--- config.mk ---
export PLATFORM = sky130hd
export DESIGN_NAME = parking_counter
export DESIGN_NICKNAME = d
export VERILOG_FILES = /design/src/rtl/parking_pkg.sv /design/src/rtl/rise_detect.sv /design/src/rtl/parking_counter.sv
export SDC_FILE = /design/constraint.sdc
export NUM_CORES = 1
export LEC_CHECK = 0
export BUFFER_PORTS_ARGS = -buffer_cell sky130_fd_sc_hd__buf_2
export CAP_MARGIN = 25
export CORE_ASPECT_RATIO = 1.25
export CORE_MARGIN = 5
export CORE_UTILIZATION = 37
export CTS_BUF_LIST = sky130_fd_sc_hd__clkbuf_16
export DETAILED_ROUTE_END_ITERATION = 12
export HOLD_SLACK_MARGIN = 0.1
export PLACE_DENSITY = 0.55
export SLEW_MARGIN = 25
export SYNTH_ARGS = -nofsm -noshare
export SYNTH_HDL_FRONTEND = slang
export SYNTH_HIERARCHICAL = 1
export SYNTH_SLANG_ARGS = --single-unit
--- constraint.sdc ---
create_clock -name clk -period 6.31 [get_ports clk]
set_input_delay 1.262 -clock clk [delete_from_list [all_inputs] [get_ports clk]]
set_output_delay 1.262 -clock clk [all_outputs]
set_load 0.02 [all_outputs]
--- src/rtl/parking_pkg.sv ---
// Shared types for the parking-lot occupancy tracker: one-hot lot status
// and the bit positions used for case (1'b1) decoding.
package parking_pkg;

    localparam int S_EMPTY    = 0;
    localparam int S_AVAIL    = 1;
    localparam int S_NEARFULL = 2;
    localparam int S_FULL     = 3;

    typedef enum logic [3:0] {
        EMPTY    = 4'b0001 << S_EMPTY,
        AVAIL    = 4'b0001 << S_AVAIL,
        NEARFULL = 4'b0001 << S_NEARFULL,
        FULL     = 4'b0001 << S_FULL
    } lot_status_t;

endpackage

--- src/rtl/rise_detect.sv ---
// Single-cycle pulse on the rising edge of a level input; a level held
// high produces exactly one pulse.
module rise_detect (
    input  logic clk,
    input  logic rst,
    input  logic d,
    output logic pulse
);

    logic d_q, d_d;

    always_comb begin
        d_d = d;
    end

    always_ff @(posedge clk or posedge rst) begin
        if (rst) d_q <= 1'b0;
        else     d_q <= d_d;
    end

    assign pulse = d & ~d_q;

endmodule

--- src/rtl/parking_counter.sv ---
// Saturating car-count tracker with one-hot lot status and status flags.
// Define PARKING_COUNTER_ERR_EN to add the sticky 'error' output.
module parking_counter
    import parking_pkg::*;
#(
    parameter int CAPACITY  = 64,
    parameter int NEAR_FULL = 56,
    parameter int CW        = $clog2(CAPACITY + 1)
) (
    input  logic          clk,
    input  logic          rst,
    input  logic          inc,
    input  logic          dec,
    input  logic          clear,
    output logic [CW-1:0] count,
    output logic          empty,
    output logic          near_full,
    output logic          full
`ifdef PARKING_COUNTER_ERR_EN
    ,
    output logic          error
`endif
);

    localparam logic [CW-1:0] CAP_C = CW'(CAPACITY);
    localparam logic [CW-1:0] NF_C  = CW'(NEAR_FULL);

    logic inc_ev, dec_ev;

    rise_detect u_inc_rd (.clk(clk), .rst(rst), .d(inc), .pulse(inc_ev));
    rise_detect u_dec_rd (.clk(clk), .rst(rst), .d(dec), .pulse(dec_ev));

    logic [CW-1:0] count_q, count_d;
    lot_status_t   state_q, state_d;

    function automatic lot_status_t decode(input logic [CW-1:0] c);
        if (c == '0)         return EMPTY;
        else if (c == CAP_C) return FULL;
        else if (c >= NF_C)  return NEARFULL;
        else                 return AVAIL;
    endfunction

    // Bounds are checked before the add/subtract, so count never wraps.
    always_comb begin
        count_d = count_q;
        if (clear)                          count_d = '0;
        else if (inc_ev && dec_ev)          count_d = count_q;
        else if (inc_ev && count_q < CAP_C) count_d = count_q + 1'b1;
        else if (dec_ev && count_q != '0)   count_d = count_q - 1'b1;
    end

    // Status follows the next count so state and count change on the same edge.
    always_comb begin
        state_d = decode(count_d);
    end

    always_ff @(posedge clk or posedge rst) begin
        if (rst) begin
            count_q <= '0;
            state_q <= EMPTY;
        end else begin
            count_q <= count_d;
            state_q <= state_d;
        end
    end

    always_comb begin
        empty     = 1'b0;
        near_full = 1'b0;
        full      = 1'b0;
        case (1'b1)
            state_q[S_EMPTY]:    empty     = 1'b1;
            state_q[S_NEARFULL]: near_full = 1'b1;
            state_q[S_FULL]:     full      = 1'b1;
            default: ;
        endcase
    end

    assign count = count_q;

`ifdef PARKING_COUNTER_ERR_EN
    logic error_q, error_d;

    always_comb begin
        error_d = error_q;
        if (clear)
            error_d = 1'b0;
        else if ((inc_ev && !dec_ev && count_q == CAP_C) ||
                 (dec_ev && !inc_ev && count_q == '0))
            error_d = 1'b1;
    end

    always_ff @(posedge clk or posedge rst) begin
        if (rst) error_q <= 1'b0;
        else     error_q <= error_d;
    end

    assign error = error_q;
`endif

endmodule

==> results of run 1 <==
## cells in the mapped netlist
| cell | instances | area [µm²] |
|---|---|---|
| xnor2_1 | 4 | 35.0 |
| inv_1 | 6 | 22.5 |
| dfrtp_1 | 11 | 275 |
| buf_6 | 1 | 11.3 |
| nor4_1 | 1 | 6.26 |
| a41oi_1 | 1 | 8.76 |
| or4_1 | 1 | 7.51 |
| or2_1 | 1 | 6.26 |
| or4b_1 | 1 | 10.0 |
| nand4_1 | 2 | 12.5 |
| and4b_1 | 1 | 10.0 |
| nor3_1 | 2 | 10.0 |
| buf_1 | 1 | 3.75 |
| nor3b_1 | 2 | 15.0 |
| nand3_1 | 2 | 10.0 |
| dfstp_2 | 1 | 26.3 |
| and3b_1 | 1 | 8.76 |
| or4b_4 | 1 | 13.8 |
| nor2b_4 | 2 | 27.5 |
| a21oi_1 | 4 | 20.0 |
| nor2b_1 | 4 | 25.0 |
| o221ai_1 | 1 | 8.76 |
| mux2_1 | 1 | 11.3 |
| a22oi_1 | 2 | 15.0 |
| mux2i_1 | 1 | 10.0 |
| o21a_1 | 1 | 7.51 |
| nand3b_1 | 1 | 7.51 |
| and3_1 | 2 | 12.5 |
| a2bb2oi_1 | 1 | 8.76 |
| a21boi_0 | 1 | 7.51 |
| ha_1 | 3 | 37.5 |
| nor2_1 | 8 | 30.0 |
| nand2b_1 | 2 | 12.5 |
| a22oi_2 | 1 | 12.5 |
| nand2_1 | 4 | 15.0 |
| mux2_2 | 1 | 11.3 |
| a221oi_1 | 1 | 8.76 |
## worst max-delay path, stage by stage
cell       delay, ps
buf_2            100
nor2b_4          200
nor2b_1          470
mux2i_1          280
o221ai_1         150
mux2_2           300
or4b_1           440
a2bb2oi_1        150
## through the flow
| stage | hold slack, ps | cell area (µm²) | cells |
|---|---|---|---|
| 6_report | 653 | 941 | 117 |
| 5_1_grt | 710 | 941 | 117 |
| 4_1_cts | 646 | 941 | 117 |
| 3_5_place_dp | 628 | 862 | 113 |
| 3_3_place_gp | 650 | 862 | 113 |
| 2_1_floorplan | 690 | 782 | 81 |
## kinds of logic (layout without fill, tap and decap cells)
kind of cell,after synthesis,count (layout),share of synthesized area [%]
DFF,12,12,38.6
AOI/OAI and AO/OA,13,13,12.5
muxes,3,3,4.16
and+or+nand+nor,38,38,30.7
adders and majority gates,3,3,4.80
buffers and inverters,8,24,4.80
xor gates and xnor gates,4,4,4.48
## final cells by class
cell class	count	area [µm²]	share of cell area, %
clock buffers	3	75.1	7.98
multi-input cells	61	443	47.1
clock inverters	1	3.75	0.399
repair buffers	14	70.1	7.45
inverters	6	22.5	2.39
well taps	20	25.0	2.66
flip-flops and latches	12	302	32.0
## per-layer routing
metal,GRT usage (%),up-vias
met3,4.36,7
li1,-,319
met4,11.9,0
met1,12.7,331
met5,0,-
met2,22.8,22
## cells in the final DEF (no fill, tap or decap), drive strengths merged, types with 2 or more instances in the layout
| cell | instances |
|---|---|
| a21oi | 4 |
| a22oi | 3 |
| and3 | 2 |
| buf | 14 |
| clkbuf | 3 |
| dfrtp | 11 |
| ha | 3 |
| inv | 7 |
| mux2 | 2 |
| nand2 | 4 |
| nand2b | 2 |
| nand3 | 2 |
| nand4 | 2 |
| nor2 | 8 |
| nor2b | 6 |
| nor3 | 2 |
| nor3b | 2 |
| or4b | 2 |
| xnor2 | 4 |
## sequential cells by signal, summed over array words and instances (netlist names)
register and flops:
count 7, state_q 3, u_dec_rd/d_q 1, u_inc_rd/d_q 1
## power by group through the flow
stage	sequential [mW]	combinational (mW)	clock (mW)
after floorplan	0.130	0.0952	0
after global placement	0.118	0.147	0
after detailed placement	0.118	0.144	0
after CTS	0.117	0.146	0.118
after global routing	0.121	0.161	0.121
final	0.118	0.145	0.118
## worst max path at each step
stage	slack, ps	startpoint	endpoint	depth (start not counted)
2_1_floorplan	3250	inc	state_q[2]	8
3_3_place_gp	2930	inc	state_q[2]	8
3_5_place_dp	2920	inc	state_q[2]	8
4_1_cts	3150	inc	state_q[2]	8
5_1_grt	3030	inc	state_q[2]	8
6_report	3130	inc	state_q[2]	8
==> results.json, run 1 <==
{
  "drtPass1Iterations": 4,
  "r2r_end": "state_q[2]",
  "drc": 0,
  "syn-num-nets": 89,
  "nets": 106,
  "power_density_nw_per_um2": 405,
  "fp-row-count": 18,
  "cts-hold-fix-buffers": 0,
  "ff2ff_path_depth": 7,
  "setup_tns_ps": 0,
  "ir_worst_vdd_v": 0.000164,
  "relSlewSlack_pct": 65.6,
  "ys_warn_count": 6,
  "dp_hpwl_um": 1290,
  "outcome": "complete, no violations",
  "wl_per_cell_um": 15.2,
  "holdPathStages": 2,
  "antennaDiodeCount": 0,
  "ctsRootBufferMaster": "clkbuf_16",
  "grt.overflow.total": 0,
  "vias": 679,
  "clock.fmax_ghz": 0.314,
  "pwr-share-seq_pct": 30.9,
  "fin_crit_ps": 3180,
  "hold_start": "count[5]",
  "initial_core_util_pct": 39.0,
  "power.switching_uw": 139,
  "cts_resized": 0,
  "clock_latency_ps": 240,
  "post-place-ws_ps": 2920,
  "clkTransAtPathRegs_ps": 40,
  "synth.distinct_cells": 37,
  "core-area_um2": 2000,
  "routed_wirelength_um": 1780,
  "htreeDepth": 1,
  "met1_length_um": 689,
  "drv_slew": 0,
  "portBuffers": 14,
  "syn_inst": 81,
  "timing_worst_setup_path_type": "in -> reg",
  "cts_tree": "yes",
  "fillers": 177,
  "syn_avg_cell_area_um2": 9.65,
  "grt_max_degree": 11,
  "p_comb_share_pct": 38.2,
  "fin_ws_ps": 3130,
  "top_layer_used": "met4",
  "crit_path_end_kind": "flop",
  "whs_endpoint": "count[5]",
  "power_uw": 381,
  "hold_viol": 0,
  "grt_usage_pct": 13.2,
  "power.internal_uw": 242,
  "drive_above_1_share_pct": 23.7,
  "dieArea_um2": 3140,
  "crit_arrival_ps": 3350,
  "drt_iter0_drc": 32,
  "synth_seq_area_share_pct": 38.6,
  "antenna_found_initial": 0,
  "die_width_um": 51.1,
  "cts_buffers": 3,
  "grt_pass1_vias": 678,
  "rsz0062_at_grt": "false",
  "setup_viol": 0,
  "leakage_nw": 0.454,
  "synth.cell_area_um2": 782,
  "die_y_um": 61.4,
  "hp-class": "reg -> reg",
  "max-cap-violations": 0,
  "dr_wl_met2_um": 914,
  "min_period_over_period_pct": 50.4,
  "post-cts-setup-buffer-count": 0,
  "ioPinCount": 15,
  "path_max_fanout": 8,
  "swShare_pct": 36.4,
  "start_kind": "input port",
  "avgViaCountPerCell": 5.80,
  "tightest_slew_ps": 514,
  "fin_skew_ps": 4.05,
  "grt_pass1_wl_um": 2880,
  "utilization_pct": 46.9,
  "cts_num_sinks": 12,
  "gp_congestion": 0.767,
  "areaGrowthSynthToFinish_pct": 20.3,
  "reg2reg_from": "u_inc_rd/d_q",
  "p_clk_share_pct": 30.9,
  "clk_path_buf_depth": 2,
  "wl_met3_um": 107,
  "rrSetupSlack_ps": 3870,
  "synth-seq-cells": 12,
  "cp.required_ps": 6480,
  "drt.antenna.violating_nets": 0
}
Note: power is estimated with default switching activity, not from simulation.
==> inputs of run 2 (changes only) <==
- PLACE_DENSITY: 0.55 -> 0.57
- clock period: 6.31 -> 2.75 ns (I/O delays scaled with it)
==> run 2 against run 1 <==
- design area rose by 0.80%
- count of clock-buffer cells in the layout did not move
- cell count rose by 0.85%
- critical path depth did not move
- worst hold slack got worse by 500 ps
- register-to-register slack got worse by 3400 ps
- clock power rose by 130%
- sequential cell count did not move
- sequential power rose by 130%
- via count fell by 3.5%
- critical path type unchanged
==> results.json, run 2 (synthesis results as in run 1) <==
{
  "die_y_um": 61.4,
  "cts_resized": 0,
  "clock.fmax_ghz": 0.429,
  "power_density_nw_per_um2": 917,
  "cpMaxStageDelayCell": "or4b_1",
  "drt.antenna.violating_nets": 0,
  "antennaDiodeCount": 0,
  "crit_path_end_kind": "flop",
  "start_kind": "input port",
  "grt.overflow.total": 0,
  "ir_worst_vdd_v": 0.000466,
  "portBuffers": 14,
  "initial_core_util_pct": 39.0,
  "cts_buffers": 3,
  "regArea_um2": 302,
  "final_common_cell": "buf_2",
  "routed_wirelength_um": 1660,
  "fp-row-count": 18,
  "nets": 107,
  "min_period_over_period_pct": 84.8,
  "leakage_nw": 0.455,
  "rsz0062_at_grt": "false",
  "max-cap-violations": 0,
  "max_stage_delay_ps": 440,
  "post-cts-setup-buffer-count": 0,
  "ctsRootBufferMaster": "clkbuf_16",
  "setup_tns_ps": 0,
  "crit_arrival_ps": 2500,
  "wl_per_cell_um": 14.1,
  "clock_latency_ps": 240,
  "dieArea_um2": 3140,
  "final_cell_mix": "14 x buf_2, 11 x dfrtp_1, 8 x nor2_1",
  "drt_iter0_drc": 17,
  "grt_pass1_wl_um": 2830,
  "hp-class": "in -> async",
  "die_width_um": 51.1,
  "cts_tree": "yes",
  "power_uw": 870,
  "htreeDepth": 1,
  "grt_pass1_vias": 692,
  "areaGrowthSynthToFinish_pct": 21.3,
  "timing_worst_setup_path_type": "in -> reg",
  "grt_usage_pct": 12.3,
  "cp.required_ps": 2910,
  "tightest_slew_ps": 483,
  "path_max_fanout": 8,
  "outcome": "complete, no violations",
  "ioPinCount": 15,
  "antenna_found_initial": 0,
  "clkTransAtPathRegs_ps": 40,
  "multi_input_area_um2": 443,
  "cts-hold-fix-buffers": 0,
  "core-area_um2": 2000,
  "cts_num_sinks": 12,
  "dp_hpwl_um": 1290,
  "largest_reg_flops": 7,
  "vias": 655,
  "avgViaCountPerCell": 5.55,
  "path_cells": "buf_2, nor2b_4, nor2b_1, mux2i_1, o221ai_1, mux2_2, or4b_1, a2bb2oi_1",
  "hold_viol": 0,
  "ff2ff_path_depth": 7,
  "fin_skew_ps": 0.911,
  "drc": 0,
  "r2r_end": "state_q[2]",
  "fillers": 195,
  "rrSetupSlack_ps": 440,
  "gp_congestion": 0.827,
  "grt_max_degree": 11,
  "drive_above_1_share_pct": 24.5,
  "worst_hold_slack_ps": 157,
  "drtPass1Iterations": 2,
  "clk_path_buf_depth": 2,
  "utilization_pct": 47.3,
  "fin_crit_ps": 2330,
  "drv_slew": 0,
  "reg2reg_from": "u_inc_rd/d_q",
  "relSlewSlack_pct": 67.8,
  "setup_viol": 0
}
## run 2: cell count changes in the layout (fill, tap and decap cells not counted)
cell,delta
clkinv_1,+1
buf_4,+1
inv_1,-1
## run 2: worst max-delay path: cells and delay by family
| kind | cells | cell delay (ps) |
|---|---|---|
| buf+inv | 1 | 80 |
| mux | 2 | 530 |
| compound gates | 2 | 280 |
| simple gates | 3 | 1050 |
## run 2: power breakdown
part,switching (mW),leakage [nW],total [mW],internal [mW]
clock network,0.0745,0.0385,0.266,0.191
logic,0.187,0.260,0.336,0.149
registers,0.0504,0.157,0.268,0.217
## run 2: worst max path at each step
| stage | startpoint | end | cells past startpoint | slack [ps] |
|---|---|---|---|---|
| floorplan | inc | state_q[2] | 8 | 400 |
| global placement | inc | state_q[2] | 8 | 240 |
| detailed placement | inc | state_q[2] | 8 | 170 |
| CTS | inc | state_q[2] | 8 | 410 |
| global route | inc | state_q[2] | 8 | 280 |
| finish | inc | state_q[2] | 8 | 420 |
## run 2: final cells by class
| cell class | instances | share of cell area (%) |
|---|---|---|
| inverter | 6 | 2.37 |
| clock inverter | 1 | 0.396 |
| clock buffer | 3 | 7.92 |
| sequential | 12 | 31.8 |
| timing repair buffer | 15 | 8.18 |
| tap | 20 | 2.64 |
| multi-input combinational | 61 | 46.7 |
## run 2: metal layers
| layer | track usage (%) | vias to the layer above | part of all wire [%] |
|---|---|---|---|
| met5 | 0 | - | 0 |
| met4 | 9.23 | 0 | 2.2 |
| met3 | 2.91 | 5 | 2.7 |
| met2 | 19.9 | 8 | 48 |
| met1 | 14.2 | 317 | 47 |
| li1 | - | 325 | - |
## run 2: per-stage QoR
step           instance area (µm²)  instances  setup WS [ps]
2_1_floorplan                  782         81            400
3_3_place_gp                   870        114            245
3_5_place_dp                   870        114            171
6_report                       948        118            417
4_1_cts                        948        118            414
5_1_grt                        948        118            276
==> inputs of run 3 (changes only) <==
- PLACE_DENSITY: 0.57 -> 0.55
- clock period: 2.75 -> 2.35 ns (I/O delays scaled with it)
==> run 3 against run 2 <==
- worst hold slack better by 190 ps
- register-to-register slack worse by 290 ps
- clock power is 16% higher
- non-clock buffer count is 10 higher
- sequential share of layout area is 2.7 points lower
- first-iteration DRC count is 59% lower
- count of clock-buffer cells in the layout stayed put
- die area stayed put
- combinational power is 40% higher
- routed wire length is 5.8% higher
- utilization is 4.3 points higher
- total power is 25% higher
==> results.json, run 3 (synthesis results as in run 1) <==
{
  "setup_viol": 0,
  "avgViaCountPerCell": 5.45,
  "clock.fmax_ghz": 0.455,
  "swShare_pct": 35.2,
  "clock_latency_ps": 240,
  "core-area_um2": 2000,
  "post-route-cell-area_um2": 1030,
  "htreeDepth": 1,
  "leakage_nw": 0.506,
  "routed_wirelength_um": 1760,
  "fin_skew_ps": 6.07,
  "grt_usage_pct": 13.1,
  "tightest_slew_ps": 428,
  "drive_above_1_share_pct": 32.4,
  "ir_worst_vdd_v": 0.000702,
  "areaGrowthSynthToFinish_pct": 32.3,
  "vias": 697,
  "grt_pass1_vias": 688,
  "clkTransAtPathRegs_ps": 40,
  "crit_arrival_ps": 2370,
  "p_comb_share_pct": 43.2,
  "grt.overflow.total": 0,
  "cts_num_sinks": 12,
  "rsz0062_at_grt": "false",
  "antenna_found_initial": 0,
  "power_density_nw_per_um2": 1050,
  "fin_cells": 128,
  "max_stage_delay_ps": 510,
  "path_max_fanout": 6,
  "largest_reg_flops": 7,
  "timing_worst_setup_path_type": "reg -> reg",
  "final_cell_mix": "14 x buf_2, 11 x dfrtp_1, 10 x buf_4",
  "relSlewSlack_pct": 71.5,
  "hold_start": "inc",
  "wl_per_cell_um": 13.8,
  "drtPass1Iterations": 4,
  "clk_path_buf_depth": 2,
  "path_cells": "or2_1, or4b_4, a22oi_2, xnor2_1, buf_4, a41oi_1, a2bb2oi_1",
  "ctsRootBufferMaster": "clkbuf_16",
  "max-cap-violations": 0,
  "hp-class": "in -> reg",
  "min_period_over_period_pct": 93.6,
  "drt.antenna.violating_nets": 0,
  "hold_viol": 0,
  "drv_slew": 0,
  "nets": 117,
  "crit_path_end_kind": "flop",
  "place_inst": 123,
  "dieArea_um2": 3140,
  "start_kind": "flop",
  "fin_crit_ps": 2200,
  "pwr-share-seq_pct": 28.4,
  "dp_hpwl_um": 1360,
  "power_mw": 1.09,
  "cp.required_ps": 2520,
  "initial_core_util_pct": 39.0,
  "power.switching_uw": 382,
  "p_clk_share_pct": 28.4,
  "antennaDiodeCount": 0,
  "cpMaxStageDelayCell": "or4b_4",
  "outcome": "complete, no violations",
  "die_width_um": 51.1,
  "power.internal_uw": 705,
  "utilization_pct": 51.6,
  "fp-row-count": 18,
  "die_y_um": 61.4,
  "dpl_cell_area_um2": 937,
  "final_common_cell": "buf_2",
  "grt_max_degree": 11,
  "holdPathStages": 1,
  "portBuffers": 14,
  "cts_tree": "yes",
  "gp_congestion": 0.822,
  "ff2ff_path_depth": 7,
  "grt_pass1_wl_um": 2960,
  "reg2reg_from": "count[3]",
  "cts_buffers": 3,
  "r2r_end": "state_q[2]",
  "ioPinCount": 15,
  "post-place-ws_ps": -39.7,
  "whs_endpoint": "u_inc_rd/d_q",
  "drc": 0,
  "post-cts-setup-buffer-count": 0,
  "fin_ws_ps": 150,
  "drt_iter0_drc": 7,
  "rrSetupSlack_ps": 150
}
-- run 3: cell count changes in the layout (fill, tap and decap cells not counted) --
cell and change:
nor2b_1 -1, dlygate4sd3_1 +1, nor4_1 -1, nor2b_2 +1, nor4_2 +1, buf_4 +9
-- run 3: stage by stage --
step / hold slack (ps) / setup TNS (ps)
2_1_floorplan: 199 / 0
3_3_place_gp: 323 / -27.7
3_5_place_dp: 325 / -43.9
4_1_cts: 347 / 0
5_1_grt: 350 / 0
6_report: 349 / 0
-- run 3: final cells by class --
| cell class | count | area [µm²] |
|---|---|---|
| multi-input cells | 61 | 452 |
| clock buffers | 3 | 75.1 |
| clock inverters | 1 | 3.75 |
| fillers | 189 | 970 |
| well taps | 20 | 25.0 |
| repair buffers | 25 | 155 |
| flip-flops and latches | 12 | 302 |
| inverters | 6 | 22.5 |
-- run 3: worst max-delay path by stage --
stage                      end  depth (start not counted)     start  slack, ps
global placement    state_q[2]                          9       inc        -30
CTS                 state_q[2]                          6  count[4]        150
finish              state_q[2]                          7  count[3]        150
floorplan           state_q[2]                          8       inc         80
detailed placement  state_q[2]                          9       inc        -40
global route        state_q[2]                          9  count[1]         30
-- run 3: routing by layer --
layer  GRT usage [%]  part of all wire (%)
met1            15.0                    44
met2            21.4                    50
met3            2.18                   3.4
met4            11.5                   2.7
met5               0                     0
-- run 3: what timing repair did --
action	in CTS	in global routing
endpoints found under the hold margin	2	0
resized for setup	0	2
endpoints found under the setup margin	0	1
hold buffers	1	0
-- run 3: power groups by stage --
stage	clock network (mW)	registers, mW	logic, mW
after floorplan	0	0.350	0.256
after global placement	0	0.305	0.462
after detailed placement	0	0.309	0.463
after CTS	0.318	0.307	0.466
after global routing	0.329	0.318	0.519
final	0.308	0.309	0.470
-- run 3: worst max-delay path: cells and delay by family (launching register included) --
kind	cells	cell delay [ps]
AND/OR/NAND/NOR	2	770
AO/OA/AOI/OAI	3	660
buffers and inverters	1	150
flip-flops	1	440
XOR/XNOR	1	110
